$ cat src/rtl/encoder_pass_ctrl.sv
// Pass sequencer for the encoder: loads a host word into the ping-pong working RAMs,
// runs grouper merge passes until the word stops shrinking, then streams the result out.
module encoder_pass_ctrl #(
    parameter int ADDR_WIDTH = 4,
    parameter int DATA_WIDTH = 8,
    parameter int MAX_PASSES = 8
) (
    input  logic                            clk,
    input  logic                            rst,
    input  logic                            start,
    output logic                            busy,
    output logic                            done,
    input  logic                            load_valid,
    input  logic [DATA_WIDTH-1:0]           load_data,
    output logic                            load_ready,
    output logic                            out_valid,
    output logic [DATA_WIDTH-1:0]           out_data,
    input  logic                            out_ready,
    output logic                            out_last,
    output logic                            grp_cs,
    input  logic                            grp_done,
    input  logic                            grp_merged,
    input  logic [ADDR_WIDTH:0]             grp_len,
    output logic [ADDR_WIDTH:0]             grp_len_in,
    output logic                            src_sel,
    output logic                            ram_own,
    output logic                            ram_we,
    output logic [ADDR_WIDTH-1:0]           ram_addr,
    output logic [DATA_WIDTH-1:0]           ram_din,
    input  logic [DATA_WIDTH-1:0]           ram_dout,
    output logic [$clog2(MAX_PASSES+1)-1:0] pass_count,
    output logic [2:0]                      dbg_state
);
    localparam int LEN_W = ADDR_WIDTH + 1;
    localparam int PC_W  = $clog2(MAX_PASSES + 1);
    localparam logic [LEN_W-1:0] FULL_LEN = {1'b1, {ADDR_WIDTH{1'b0}}};
    localparam logic [PC_W-1:0]  MAXP_C   = PC_W'(MAX_PASSES);

    typedef enum logic [2:0] {
        S_IDLE, S_PASS_START, S_PASS_WAIT, S_DRAIN, S_DONE
    } state_t;
    typedef enum logic [1:0] {D_READ, D_WAIT, D_HOLD} dphase_t;

    state_t                  state_q, state_d;
    dphase_t                 dphase_q, dphase_d;
    logic [LEN_W-1:0]        len_q, len_d;
    logic [PC_W-1:0]         pass_count_q, pass_count_d;
    logic                    src_sel_q, src_sel_d;
    logic                    busy_q, busy_d;
    logic                    done_q, done_d;
    logic                    load_ready_q, load_ready_d;
    logic                    grp_cs_q, grp_cs_d;
    logic                    ram_own_q, ram_own_d;
    logic [LEN_W-1:0]        grp_len_in_q, grp_len_in_d;
    logic [ADDR_WIDTH-1:0]   rd_addr_q, rd_addr_d;
    logic                    out_valid_q, out_valid_d;
    logic                    out_last_q, out_last_d;
    logic [DATA_WIDTH-1:0]   out_data_q, out_data_d;

    logic                    load_fire;
    logic [LEN_W-1:0]        len_plus;
    logic                    go_pass, go_drain, go_done;
    logic [LEN_W-1:0]        pass_len;

    // Both host ports use valid/ready: a transfer happens on a rising edge where
    // valid && ready; the producer holds its data stable until that edge.
    assign load_fire = (state_q == S_IDLE) && load_valid && load_ready_q && !rst;
    assign len_plus  = load_fire ? len_q + LEN_W'(1) : len_q;

    always_comb begin
        state_d      = state_q;
        dphase_d     = dphase_q;
        len_d        = len_q;
        pass_count_d = pass_count_q;
        src_sel_d    = src_sel_q;
        busy_d       = busy_q;
        done_d       = 1'b0;
        load_ready_d = load_ready_q;
        grp_cs_d     = 1'b0;
        ram_own_d    = ram_own_q;
        grp_len_in_d = grp_len_in_q;
        rd_addr_d    = rd_addr_q;
        out_valid_d  = out_valid_q;
        out_last_d   = out_last_q;
        out_data_d   = out_data_q;
        go_pass      = 1'b0;
        go_drain     = 1'b0;
        go_done      = 1'b0;
        pass_len     = len_q;

        case (state_q)
            S_IDLE: begin
                len_d        = len_plus;
                load_ready_d = (len_plus < FULL_LEN);
                if (start) begin
                    busy_d       = 1'b1;
                    load_ready_d = 1'b0;
                    if (len_plus == '0) begin
                        go_done = 1'b1;
                    end else if (len_plus == LEN_W'(1)) begin
                        go_drain = 1'b1;
                    end else begin
                        go_pass  = 1'b1;
                        pass_len = len_plus;
                    end
                end
            end
            S_PASS_START: state_d = S_PASS_WAIT;
            S_PASS_WAIT: begin
                if (grp_done) begin
                    src_sel_d = ~src_sel_q;
                    // A pass can never grow the word; treat that as corrupt and stop.
                    if (grp_len > len_q) begin
                        go_drain = 1'b1;
                    end else begin
                        len_d = grp_len;
                        if (!grp_merged || grp_len <= LEN_W'(1) || pass_count_q == MAXP_C) begin
                            if (grp_len == '0) go_done = 1'b1;
                            else               go_drain = 1'b1;
                        end else begin
                            go_pass  = 1'b1;
                            pass_len = grp_len;
                        end
                    end
                end
            end
            S_DRAIN: begin
                case (dphase_q)
                    D_READ: dphase_d = D_WAIT;
                    D_WAIT: begin
                        out_data_d  = ram_dout;
                        out_valid_d = 1'b1;
                        out_last_d  = ({1'b0, rd_addr_q} == (len_q - LEN_W'(1)));
                        dphase_d    = D_HOLD;
                    end
                    D_HOLD: begin
                        if (out_ready) begin
                            out_valid_d = 1'b0;
                            out_last_d  = 1'b0;
                            if (out_last_q) begin
                                go_done = 1'b1;
                            end else begin
                                rd_addr_d = rd_addr_q + ADDR_WIDTH'(1);
                                dphase_d  = D_READ;
                            end
                        end
                    end
                    default: dphase_d = D_READ;
                endcase
            end
            S_DONE: begin
                state_d      = S_IDLE;
                busy_d       = 1'b0;
                len_d        = '0;
                pass_count_d = '0;
                src_sel_d    = 1'b0;
                load_ready_d = 1'b1;
            end
            default: state_d = S_IDLE;
        endcase

        if (go_pass) begin
            state_d      = S_PASS_START;
            grp_cs_d     = 1'b1;
            ram_own_d    = 1'b0;
            grp_len_in_d = pass_len;
            pass_count_d = pass_count_q + PC_W'(1);
        end
        if (go_drain) begin
            state_d   = S_DRAIN;
            dphase_d  = D_READ;
            rd_addr_d = '0;
            ram_own_d = 1'b1;
        end
        if (go_done) begin
            state_d   = S_DONE;
            done_d    = 1'b1;
            ram_own_d = 1'b1;
        end
    end

    always_ff @(posedge clk) begin
        if (rst) begin
            state_q      <= S_IDLE;
            dphase_q     <= D_READ;
            len_q        <= '0;
            pass_count_q <= '0;
            src_sel_q    <= 1'b0;
            busy_q       <= 1'b0;
            done_q       <= 1'b0;
            load_ready_q <= 1'b1;
            grp_cs_q     <= 1'b0;
            ram_own_q    <= 1'b1;
            grp_len_in_q <= '0;
            rd_addr_q    <= '0;
            out_valid_q  <= 1'b0;
            out_last_q   <= 1'b0;
            out_data_q   <= '0;
        end else begin
            state_q      <= state_d;
            dphase_q     <= dphase_d;
            len_q        <= len_d;
            pass_count_q <= pass_count_d;
            src_sel_q    <= src_sel_d;
            busy_q       <= busy_d;
            done_q       <= done_d;
            load_ready_q <= load_ready_d;
            grp_cs_q     <= grp_cs_d;
            ram_own_q    <= ram_own_d;
            grp_len_in_q <= grp_len_in_d;
            rd_addr_q    <= rd_addr_d;
            out_valid_q  <= out_valid_d;
            out_last_q   <= out_last_d;
            out_data_q   <= out_data_d;
        end
    end

    // Loads write at the current length; drains read through the drain pointer.
    assign ram_we     = load_fire;
    assign ram_din    = load_data;
    assign ram_addr   = (state_q == S_IDLE) ? len_q[ADDR_WIDTH-1:0] : rd_addr_q;

    assign busy       = busy_q;
    assign done       = done_q;
    assign load_ready = load_ready_q;
    assign out_valid  = out_valid_q;
    assign out_data   = out_data_q;
    assign out_last   = out_last_q;
    assign grp_cs     = grp_cs_q;
    assign grp_len_in = grp_len_in_q;
    assign src_sel    = src_sel_q;
    assign ram_own    = ram_own_q;
    assign pass_count = pass_count_q;
    assign dbg_state  = state_q;
endmodule

$ cat config.mk
export PLATFORM = sky130hd
export DESIGN_NAME = encoder_pass_ctrl
export DESIGN_NICKNAME = d
export VERILOG_FILES = /design/src/rtl/encoder_pass_ctrl.sv
export SDC_FILE = /design/constraint.sdc
export NUM_CORES = 1
export LEC_CHECK = 0
export CAP_MARGIN = 20
export CORE_MARGIN = 4
export CORE_UTILIZATION = 44
export DETAILED_ROUTE_END_ITERATION = 8
export PLACE_DENSITY = 0.77
export SYNTH_ARGS = -nofsm -noshare
export SYNTH_HDL_FRONTEND = slang
export SYNTH_SLANG_ARGS = --single-unit
$ cat constraint.sdc
create_clock -name clk -period 2.65 [get_ports clk]
set_input_delay 0.265 -clock clk [delete_from_list [all_inputs] [get_ports clk]]
set_output_delay 0.265 -clock clk [all_outputs]
set_load 0.01 [all_outputs]
# Yosys cells after proc, flatten, opt, wreduce, memory -nomap -nowiden
# Cells that the tools add are included.
# word_totals
register_bits,39
inputBits,28
elab_cells,125
# op_classes
magnitude_cmp,3
add_sub_neg,4
n_eq_ne,16
bitwise_logic,2
mux,57
reduce_logical,27
# op_table
operator,n
$mux W5,9
$mux W1,28
$pmux W5 S3,1
$pmux W1 S2,7
$mux W4,3
$logic_not A5 Y1,2
$ne A2 B2 Y1 const B,5
$pmux W5 S2,1
$mux W3,3
$reduce_and A3 Y1,3
$add A4 B1 Y4 const B,2
$reduce_bool A2 Y1,4
$eq A3 B2 Y1 const B,2
$pmux W2 S3,1
$pmux W3 S2,1
$reduce_and A2 Y1,3
$reduce_or A3 Y1,2
$add A5 B1 Y5 const B,1
$eq A4 B5 Y1,1
$eq A5 B1 Y1 const B,1
$gt A5 B5 Y1,1
$le A5 B1 Y1 const B,1
$lt A5 B5 Y1 const B,1
$sub A5 B1 Y5 const B,1
other kinds (18),25

# Longest topological paths before layout
# Gate-level depths: netlist (run 1).
# logic_depth
word_depth,13
depth_mapped,11

# Worst setup path after synthesis (run 1)
# No wires, ideal clock.
# synth_path
path_type,register -> register
start,register len_q[2]
end,register ram_own_q (netlist: ram_own)
path_buffers,1
t_arrival_ns,2.413
path_stages_with_launch,10
slack_ns,0.117
synth_period_minus_slack_ns,2.533
t_required_ns,2.530
path_cell_list,dfxtp_1 clkbuf_1 inv_1 ha_1 nor2_1 a211oi_2 o22ai_1 a32o_1 or3_1 a211o_1
# synth_via
elab_chain_cells,8
word_cells_on_any_way,23
cone_classes,add/sub: 1; order compare: 1; eq/ne: 1; mux: 18; reduce/logical: 2
# synth_rtl
item,line,text
start: declaration,46,"logic [LEN_W-1:0] len_q, len_d;"
start signal: assignment,202,len_q <= len_d;
$add A5 B1 Y5,68,assign len_plus = load_fire ? len_q + LEN_W'(1) : len_q;
$mux W5,68,
$eq A5 B1 Y1,100,end else if (len_plus == LEN_W'(1)) begin
$mux W1,100,
$mux W1,98,if (len_plus == '0) begin
$mux W1,95,if (start) begin
$pmux W1 S2,91,case (state_q)
$reduce_or A3 Y1 (no source line),n/a,
end signal: assignment,209,ram_own_q <= ram_own_d;
end: declaration,53,"logic ram_own_q, ram_own_d;"
# Several ways; a longest one is shown, not always the timed one.
# A chain may end at the register's enable or synchronous reset.

# Worst setup path in the final report (run 1)
# layout_path
start,register state_q[2] (netlist: dbg_state[2])
end,output ram_we
# layout_via
elab_chain_cells,4
# layout_rtl
item,line,text
start: declaration,44,"state_t state_q, state_d;"
start signal: assignment,200,state_q <= state_d;
$logic_not A3 Y1,67,assign load_fire = (state_q == S_IDLE) && load_valid && load_ready_q && !rst;
$logic_and A1 B1 Y1 (3 in series),67,
end: declaration,27,"output logic ram_we,"
# No other way between the ends.

==> results of run 1 <==
==> worst max-delay path by stage <==
| stage | startpoint | end | slack, ns |
|---|---|---|---|
| 2_1_floorplan | len_q[2] | ram_own | 0.12 |
| 3_3_place_gp | grp_len[0] | ram_own | 0.08 |
| 3_5_place_dp | grp_len[2] | grp_len_in[3] | 0.005 |
| 4_1_cts | dbg_state[2] | ram_we | 0.30 |
| 5_1_grt | len_q[0] | grp_len_in[3] | 0.16 |
| 6_report | dbg_state[2] | ram_we | 0.30 |
==> cell families after synthesis <==
logic type                 after synthesis  synth area share (%)
muxes                                   16                  7.03
AOI/OAI and AO/OA                       68                  18.4
DFF                                     39                  30.7
and+or+nand+nor                        114                  24.8
adders and majority gates               10                  4.92
buffers and inverters                   41                  9.69
xor gates and xnor gates                12                  4.43
==> report_power, final <==
part           leakage [nW]  switching, W  internal [W]
clock network        0.0581      0.000231      0.000281
logic                 0.789      0.000978      0.000834
registers             0.317      0.000125      0.000709
==> cells in the final DEF (no fill, tap or decap), types with 4 or more instances in the layout <==
| cell | n |
|---|---|
| and2_1 | 4 |
| o21ai_0 | 16 |
| clkbuf_8 | 5 |
| dfxtp_1 | 39 |
| clkdlybuf4s50_1 | 52 |
| buf_4 | 19 |
| inv_1 | 14 |
| nor3_1 | 8 |
| nand3_1 | 13 |
| nor2_1 | 28 |
| nand2b_1 | 6 |
| mux2i_1 | 10 |
| nand2_1 | 21 |
| a211oi_1 | 7 |
| xnor2_1 | 9 |
| or3_1 | 6 |
| a21oi_1 | 16 |
| a31oi_1 | 7 |
| ha_1 | 10 |
==> layout make-up <==
type | count | area, um2 | share of cell area [%]
Sequential cell | 39 | 781 | 24.2
Multi-Input combinational cell | 220 | 1520 | 47.1
Tap cell | 72 | 90.1 | 2.80
Timing Repair Buffer | 71 | 663 | 20.6
Inverter | 15 | 57.6 | 1.79
Clock inverter | 3 | 43.8 | 1.36
Clock buffer | 5 | 68.8 | 2.14
==> worst reg2reg max path: cells and delay by family, from the launching register on <==
family	cells	cell delay (ns)
flip-flops	1	0.36
buffers and inverters	2	0.41
adder cells (fa/ha/maj)	1	0.31
AND/OR/NAND/NOR	2	0.26
AO/OA/AOI/OAI	4	0.92
==> layer usage <==
metal	up-vias	routed length [um]	track usage [%]
met2	92	3230	31.9
met5	-	0	0
li1	1169	-	-
met4	0	129	5.85
met3	16	480	3.16
met1	1110	2800	23.8
==> registers in the layout, indices dropped and copies added (netlist names), 2 cells and up <==
signal / count
out_data: 8
rd_addr_q: 4
dphase_q: 2
pass_count: 4
grp_len_in: 5
len_q: 5
dbg_state: 3
==> per-stage QoR <==
stage               power (W)  std cells  utilization, %  hold slack [ns]
global route          0.00338        425            58.1            0.505
floorplan             0.00205        300               -            0.412
CTS                   0.00315        425            58.1            0.469
detailed placement    0.00263        417            56.1            0.457
finish                0.00316        425            58.1            0.466
global placement      0.00260        417            56.1            0.448
==> results.cfg, run 1 <==
[run_status]
status = finished, final reports clean

[die]
die_area_um2 = 7060
start_util_pct = 45.9
io_pins = 69
die_h_um = 84.0
num_rows = 27
coreArea_um2 = 5540
die_width_um = 84.0

[synth]
synth_common_cells = 39 x dfxtp_1, 28 x nor2_1, 21 x nand2_1
ys_ff_latch = 39
synth_cells = 300
synth_largest_area_cell = dfxtp_1
synth_nets = 338
ys.warnings.count = 0
yosysMostFrequentCell = dfxtp_1
synth_cell_types = 62
synth_area_leaders = dfxtp_1 31%, ha_1 4.9%, nor2_1 4.1%, mux2i_1 3.9%, a21oi_1 3.1%
seq_area_frac_synth_pct = 30.7
avgSynthCellArea_um2 = 8.48
yosys.area.top_type_share_pct = 30.7
synth_edf_count = 0
synth_area_um2 = 2540
ys.flop_type = dfxtp_1
synthArstFlopShare_pct = 0

[clock_network]
cts_inserted_buffers = 5
ctsResizeCount = 0
clkTransAtPathRegs_ns = 0.08
h-tree-depth = 2
post_cts_buffers = 0
clockRootBuffer = clkbuf_8
clkSinkCount = 39
cts_tree = done
clk_latency_ns = 0.30
postCtsHoldBufs = 0
clockBufferDepth = 2

[layout]
fillers = 531
nets = 390
diodes = 0
syn_to_final_growth_pct = 26.6
drive_gt1_share_pct = 14.4
stdcell_area_um2 = 3220

[min_path]
min_path_type = reg2reg
hold_start = grp_len_in[0]
whs_path_depth = 2
whs_endpoint = grp_len_in[0]

[timing]
slew_headroom_pct = 64.4
setup_tns_ns = 0
rsz0062_at_grt = false
finalClockSkew_ns = 0.00450
timing.final.ws_setup_ns = 0.297
report.final.hold_viol_count = 0
max_freq_ghz = 0.425
final.period_utilization_pct = 88.8
tightest_slew_ns = 0.530
period_minus_slack_ns = 2.35
slew_viol_final = 0
finalSetupViolations = 0

[place]
pre_cts_slack_ns = 0.00490
gp_congestion = 0.983
placed_cell_area_um2 = 3110
dpl.hpwl_um = 5020
port_buffers = 52

[global_routing]
grt-ovfl-total = 0
antenna_found_initial = 0
grt_pass1_vias = 2210
track_usage_pct = 18.7
grt_max_degree = 30
grt_pass1_wl_um = 10700

[power_and_ir_drop]
power_density_nw_per_um2 = 980
p_leak_nw = 1.16
ir_drop_mv = 0.404

[detailed_routing]
drc_errors = 0
drt_wl_total_um = 6640
ant_nets = 0
routed_via_density = 5.62
drtIter0Drc = 245
vias = 2387
dr.pass1.iters = 7
post_drt_wl_per_cell_um = 15.6

[critical_path]
r2r_start = len_q[0]
end_kind = primary output
reg2regPathDepth = 9
r2r_slack_ns = 0.30
cp.depth = 4
worst_ep_arrival_time_ns = 2.09
crit_fanout = 10
path_delay_family = simple AND/OR/NAND/NOR gates
worstPathRequired_ns = 2.38
max_stage_delay_ns = 0.59
crit_chain = and4bb_1 > nand2_4 > clkinv_2 > clkdlybuf4s50_1
crit_slowest_cell = and4bb_1
path_buf_inv = 2
crit_path_start_kind = flip-flop
r2r-end = grp_len_in[3]
criticalPathCategory = reg2out

[flow_run]
maxCapViolations = 0
(Power assumes the default switching activity.)
==> run 2, diff against run 1 <==
- CELL_PAD_IN_SITES_DETAIL_PLACEMENT: not set -> 0
- CELL_PAD_IN_SITES_GLOBAL_PLACEMENT: not set -> 1
- CORE_UTILIZATION: 44 -> 32
- PLACE_DENSITY: 0.77 -> 0.76
==> run 2 against run 1 <==
  * Die area rose by 34%
  * First-iteration DRC count shrank 44%
  * Sequential power is 1% lower
  * Count of clock-buffer cells in the layout rose by 1
  * Wire length down 1.4%
  * Sequential share of layout area down 0.53 points
  * Global-route usage down 4.5 points
  * Fmax is 3.0% lower
  * Clock skew rose by 0.0020 ns
  * Register-to-register slack worse by 0.07 ns
  * Worst setup slack lost 0.074 ns
  * Highest routed layer unchanged
==> results.cfg, run 2 (synthesis results as in run 1) <==
[clock_network]
cts_tree = done
clk_latency_ns = 0.29
ctsResizeCount = 0
post_cts_buffers = 0
postCtsHoldBufs = 0
clockBufferDepth = 2
clockRootBuffer = clkbuf_8
h-tree-depth = 2
clkTransAtPathRegs_ns = 0.08
clkSinkCount = 39
cts_inserted_buffers = 5

[layout]
nets = 394
final_common_cell = clkdlybuf4s50_1
drive_gt1_share_pct = 15.4
largest_reg_flops = 8
diodes = 0
final_cell_mix = 52 x clkdlybuf4s50_1, 39 x dfxtp_1, 28 x nor2_1
final_util_pct = 42.6
syn_to_final_growth_pct = 29.5
stdcell_area_um2 = 3290

[detailed_routing]
drc_errors = 0
drt_wl_total_um = 6550
drtIter0Drc = 137
vias = 2303
ant_nets = 0
routed_via_density = 5.02
dr.pass1.iters = 4
post_drt_wl_per_cell_um = 14.3

[critical_path]
end_kind = flip-flop
crit_path_start_kind = flip-flop
path_delay_family = compound AO/OA/AOI/OAI gates
worstPathRequired_ns = 2.86
max_stage_delay_ns = 0.44
reg2regPathDepth = 8
path_buf_inv = 2
cp.depth = 8
criticalPathCategory = reg2reg
crit_fanout = 7
worst_ep_arrival_time_ns = 2.64
r2r_slack_ns = 0.22
crit_slowest_cell = dfxtp_1
crit_chain = inv_1 > ha_1 > nor4_4 > a21oi_1 > a32oi_2 > buf_4 > a31oi_1 > a221oi_2
r2r-end = grp_len_in[3]
r2r_start = len_q[0]

[run_status]
status = finished, final reports clean

[timing]
finalClockSkew_ns = 0.00654
timing.final.ws_setup_ns = 0.223
finalSetupViolations = 0
period_minus_slack_ns = 2.43
slew_viol_final = 0
final.period_utilization_pct = 91.6
max_freq_ghz = 0.412
rsz0062_at_grt = false
tightest_slew_ns = 0.537
report.final.hold_viol_count = 0
slew_headroom_pct = 63.9

[die]
num_rows = 32
die_h_um = 97.2
die_area_um2 = 9440
start_util_pct = 32.9
io_pins = 69
coreArea_um2 = 7730
die_width_um = 97.2

[min_path]
hold_start = grp_len_in[2]
min_path_type = reg2reg
whs_path_depth = 2
whs_endpoint = grp_len_in[2]

[global_routing]
grt_max_degree = 30
grt_pass1_wl_um = 11300
track_usage_pct = 14.2
grt_pass1_vias = 2328
grt-ovfl-total = 0
antenna_found_initial = 0

[place]
placed_cell_area_um2 = 3180
dpl.hpwl_um = 5090
pre_cts_slack_ns = -0.0639
port_buffers = 52
gp_congestion = 0.898

[power_and_ir_drop]
power.total_w = 0.00318
p_leak_nw = 1.19
ir_drop_mv = 0.344
power_density_nw_per_um2 = 965

[flow_run]
maxCapViolations = 0
## run 2: per-stage QoR
stage          setup TNS, ns  cells  hold slack (ns)
2_1_floorplan              0    300            0.412
3_3_place_gp         -0.0274    451            0.455
3_5_place_dp         -0.0884    451            0.455
4_1_cts                    0    459            0.468
5_1_grt                    0    459            0.495
6_report                   0    459            0.466
## run 2: power by group
part	internal (W)	switching, W	leakage (nW)	total (W)
registers	0.000709	0.000114	0.317	0.000823
clock network	0.000305	0.000220	0.0612	0.000525
logic	0.000852	0.000977	0.808	0.00183
## run 2: cell type report
type	instances	area, um2
Clock inverter	2	35.0
Fill cell	772	4430
Multi-Input combinational cell	220	1520
Timing Repair Buffer	75	693
Tap cell	102	128
Clock buffer	6	82.6
Inverter	15	57.6
Sequential cell	39	781
## run 2: how the worst max path moves through the flow
stage | slack [ns] | endpoint | start
CTS | 0.23 | ram_own | len_q[4]
global route | 0.07 | grp_len_in[3] | len_q[0]
finish | 0.22 | grp_len_in[3] | len_q[0]
detailed placement | -0.06 | ram_own | grp_len[0]
global placement | -0.03 | ram_own | grp_len[0]
floorplan | 0.12 | ram_own | len_q[2]
## run 2: metal layers
| metal | vias up | wire length (um) | track usage (%) |
|---|---|---|---|
| met5 | - | 0 | 0 |
| met4 | 0 | 32 | 3.02 |
| met3 | 2 | 333 | 3.02 |
| met2 | 51 | 2980 | 22.8 |
| met1 | 1073 | 3200 | 19.4 |
| li1 | 1177 | - | - |
## run 2: worst register-to-register path, delay by kind of cell (launching register included)
| kind | cells | cell delay (ns) |
|---|---|---|
| compound gates | 4 | 0.75 |
| flops | 1 | 0.44 |
| buf+inv | 2 | 0.38 |
| simple gates | 1 | 0.35 |
| fa+ha+maj | 1 | 0.43 |
